<file path="config.mk">
export PLATFORM = sky130hd
export DESIGN_NAME = clarvi_slice_sequencer
export DESIGN_NICKNAME = d
export VERILOG_FILES = /design/src/rtl/clarvi_slice_sequencer.sv
export SDC_FILE = /design/constraint.sdc
export NUM_CORES = 1
export LEC_CHECK = 0
export CAP_MARGIN = 20
export CORE_MARGIN = 1.5
export CORE_UTILIZATION = 40
export CTS_BUF_LIST = sky130_fd_sc_hd__clkbuf_4 sky130_fd_sc_hd__clkbuf_8
export CTS_CLUSTER_DIAMETER = 120
export DETAILED_ROUTE_END_ITERATION = 8
export PLACE_DENSITY = 0.69
export SLEW_MARGIN = 10
export SYNTH_ARGS = -nofsm -noshare
export SYNTH_HDL_FRONTEND = slang
export SYNTH_SLANG_ARGS = --single-unit
</file>
<file path="constraint.sdc">
create_clock -name clock -period 7.5 [get_ports clock]
set_input_delay 1.5 -clock clock [delete_from_list [all_inputs] [get_ports clock]]
set_output_delay 1.5 -clock clock [all_outputs]
set_load 0.03 [all_outputs]
</file>
<file path="src/rtl/clarvi_slice_sequencer.sv">
// clarvi_slice_sequencer: walks a byte-serial ALU across the 8 slices of a 64-bit
// operation in ASC, DESC or SPLIT32 order and assembles the result.
module clarvi_slice_sequencer #(
   parameter int XLEN = 64
) (
   input  logic            clock,
   input  logic            reset_n,
   input  logic            req_valid,
   output logic            req_ready,
   input  logic [1:0]      req_order,
   input  logic [XLEN-1:0] req_rs1,
   input  logic [XLEN-1:0] req_rs2,
   input  logic            kill,
   output logic [2:0]      alu_part,
   output logic [7:0]      alu_rs1_byte,
   output logic [7:0]      alu_rs2_byte,
   output logic            alu_stall,
   input  logic [7:0]      alu_result,
   output logic            done_valid,
   input  logic            done_ready,
   output logic [XLEN-1:0] rd_value
);
   typedef enum logic [1:0] {IDLE, RUN, DONE} state_t;
   state_t          state;
   logic [2:0]      step;
   logic [1:0]      order;
   logic [XLEN-1:0] rs1, rs2;
   logic [2:0]      run_part;
   logic            accept;
   always_comb begin
      // SPLIT32 walks each 32-bit half downwards: low half first, then high half
      run_part     = order == 2'd1 ? ~step : order == 2'd2 ? {step[2], ~step[1:0]} : step;
      alu_part     = state == RUN ? run_part : 3'd0;
      alu_rs1_byte = rs1[{alu_part, 3'b000} +: 8];
      alu_rs2_byte = rs2[{alu_part, 3'b000} +: 8];
      alu_stall    = state != RUN;
      done_valid   = state == DONE;
      req_ready    = state == IDLE || (state == DONE && done_ready);
      accept       = req_valid && req_ready;
   end
   always_ff @(posedge clock or negedge reset_n) begin
      if (!reset_n) begin
         state    <= IDLE;
         step     <= 3'd0;
         order    <= 2'd0;
         rs1      <= '0;
         rs2      <= '0;
         rd_value <= '0;
      end else if (accept) begin
         state    <= RUN;
         step     <= 3'd0;
         order    <= req_order;
         rs1      <= req_rs1;
         rs2      <= req_rs2;
         rd_value <= '0;
      end else if (state == RUN) begin
         if (kill) begin
            state <= IDLE;
         end else begin
            rd_value[{run_part, 3'b000} +: 8] <= alu_result;
            step  <= step == 3'd7 ? step : step + 3'd1;
            state <= step == 3'd7 ? DONE : RUN;
         end
      end else if (state == DONE && done_ready) begin
         state <= IDLE;
      end
   end
endmodule
</file>
==> metrics.cfg <==
[outcome]
status = finished with violations
violations = DRC

[floorplanning]
die-area_sq_um = 23470
pin_count = 229
core_sq_um = 21960
start_util = 0.4109
num_rows = 54
die_x_microns = 153.2
die_y_microns = 153.2

[layout]
area_growth_syn_to_layout_pct = 31.58
num-nets-final = 1349
n_antenna_cell = 0
final_area_sq_um = 11870
multi_input_area_sq_um = 3730
regArea_sq_um = 4980
final_cells = 1496
drive_gt1_frac = 0.05921
n_fill_cell = 1969

[clock_network]
insertion_delay_ps = 480
htreeDepth = 4
clk_pin_slew_ps = 110
cts_tree = built
cts.sinks = 199
cts-root-buf = clkbuf_8
postCtsHoldBufs = 0
post_cts_buffers = 0
cts_buffers = 17
ctsResizeCount = 0
clock_path_buffers = 2

[sta]
clock.fmax_mhz = 153.7
worstMarginPinSlew_ps = 1165
finalWorstSetupSlack_ps = 995.7
hold_violations = 0
max-slew-margin-rel = 0.2232
post-route-period-util = 0.8672
fin_setup_tns_ps = 0
setup_viol = 0
period_minus_slack_ps = 6504
rsz0062_at_grt = false
fin_skew_ps = 16.23
drv_slew = 0

[global_routing]
grt_overflow_total = 0
grt_pass1_wl_microns = 42550
grt.total_usage = 0.2352
grt_max_degree = 114
antenna_found_initial = 0
grt_pass1_vias = 7438

[placed_design]
gp_congestion = 0.8853
place_ws_ps = 1565
dp.final_hpwl_microns = 19140
placed_cell_area_sq_um = 11450
portBuffers = 228
placed_cells = 1463

[yosys]
syn_area_sq_um = 9022
syn_nets = 1165
synth_ff_type = dfrtp_1
async_reset_ff_frac = 1.000
synth-compound-area-share = 0.09153
yosysTopAreaCellShare = 0.5519
yosysTopAreaCell = dfrtp_1
yosys_warnings = 0
synthXorXnorAreaFrac = 0.006518
syn_inst = 1019
synth_seq_area_share = 0.5519
synthAdderAreaFrac = 0.004160
synth_edf_count = 0
syn_area_per_cell_sq_um = 8.854
synthTopCellsByArea = dfrtp_1 55%, nand2_1 20%, mux2i_1 5.7%
ys_types = 50
synth_mux_area_frac = 0.05908
synth_top_family_by_area = simple AND/OR/NAND/NOR gates
yosys.area_share.simple = 0.2496
ys_ff_latch = 199

[worst_setup_path]
cp_cell_sequence = xnor3_2 > or2_1 > inv_2 > o22ai_1 > a32o_1 > a221oi_1 > clkdlybuf4s50_1
cp-end-kind = primary output
worstReg2RegEnd = rd_value[46]
reg2reg_depth = 7
slowest_delay_ps = 850
crit_required_ps = 6000
cp-start-kind = flop
cp_slowest_cell = xnor3_2
rrSetupSlack_ps = 4610
crit_family = buffers and inverters
arrival_ps = 5000
path_class = reg -> out
path_buf_inv = 2
reg2reg_from = order[1]
cp_max_fo = 43

[power]
ir_drop_v = 0.0001200
powerDensity_nw_per_um2 = 299.0
p_leak_uw = 0.005607
total_power_uw = 3549

[drt]
route.detailed.drc = 16
totalWireLength_microns = 27150
wl_per_cell_microns = 18.15
num_vias = 7731
ant_nets = 0
detail_route.iter0.violations = 684
routed_via_density = 5.168
first_pass_iters = 7

[min_path]
min_path_cells = 2
min_from = rs2[41]
hold_end = rs2[41]
min_path_type = reg -> reg

[run]
drv_cap = 0

## flip-flops by register name (all words and copies together), names as in the netlist
register / cells
order: 2
rd_value: 64
rs1: 64
rs2: 64
state: 2
step: 3
## report_power, final
part,switching [uW],internal [uW],leakage [uW],total (uW)
logic,848,574,0.00286,1420
clock network,434,251,0.000194,685
registers,168,1270,0.00255,1440
total,1450,2100,0.00561,3550
## cells in the final DEF, fill, tap and decap left out, types with 15 or more instances in the layout
| master | count |
|---|---|
| nand2_1 | 473 |
| mux2i_1 | 51 |
| o21ai_0 | 36 |
| a32o_1 | 15 |
| clkdlybuf4s50_1 | 227 |
| clkbuf_8 | 18 |
| nor2_1 | 43 |
| nand3_1 | 17 |
| o22ai_1 | 30 |
| dfrtp_1 | 199 |
## worst max-delay path by stage
stage / start / end / slack, ps / depth (start not counted)
after floorplan: step[0] / alu_rs1_byte[3] / 3330 / 10
final: order[0] / alu_rs1_byte[3] / 1000 / 7
after detailed placement: order[0] / alu_rs2_byte[7] / 1570 / 8
after global routing: order[0] / alu_rs2_byte[7] / 720 / 8
after CTS: order[0] / alu_rs2_byte[2] / 1030 / 8
after global placement: order[0] / alu_rs2_byte[7] / 1780 / 8
## worst reg2reg max path: cells and delay by family (launching register included)
kind,cells,cell delay (ps)
and+or+nand+nor,3,970
DFF,1,580
xor gates and xnor gates,1,410
adders and majority gates,1,360
muxes,1,270
AOI/OAI and AO/OA,1,180
## synthesized netlist by cell type (2+ instances only)
cell      count
and2_1        2
buf_4         2
mux2_2        2
nor3_1        2
o221ai_1      2
mux2i_1      51
a31oi_1       3
a221oi_2      9
buf_6         2
a32o_1       15
or2_2         3
a21oi_1       4
nor4b_1       2
inv_1         4
nor4_1        2
nand3b_1      4
nor2_1       43
nand2b_1      4
clkbuf_1     60
buf_2         7
buf_1         5
nand2_1     473
xnor2_1       4
a221oi_1      6
o22ai_1      30
dfrtp_1     199
o21ai_0      36
nor3b_1       2
or3b_2        2
nand3_1      17
ha_1          3
## layer usage
layer,up-vias,part of all wire,routed length [microns],track usage
li1,3702,-,-,-
met1,3644,0.46,12540,0.3489
met2,342,0.43,11550,0.3320
met3,43,0.083,2240,0.05727
met4,0,0.030,811,0.08543
met5,-,0,0,0
## area by class of cell
type	count	share of cell area
clock buffer	17	0.01971
clock inverter	15	0.01370
inverter	5	0.001581
multi-input combinational	739	0.3142
sequential	199	0.4195
tap	280	0.02951
timing repair buffer	241	0.2018
## kinds of logic after synthesis
group,Yosys count
AO/OA/AOI/OAI,113
buffers and inverters,81
flip-flops,199
multiplexers,53
XOR/XNOR,5
AND/OR/NAND/NOR,565
adder cells (fa/ha/maj),3
## stage by stage
step	hold WS (ps)	util
finish	490.0	0.5406
global route	504.9	0.5406
CTS	490.0	0.5397
detailed placement	463.0	0.5217
global placement	459.4	0.5217
floorplan	440.1	-
(Power assumes the default switching activity.)
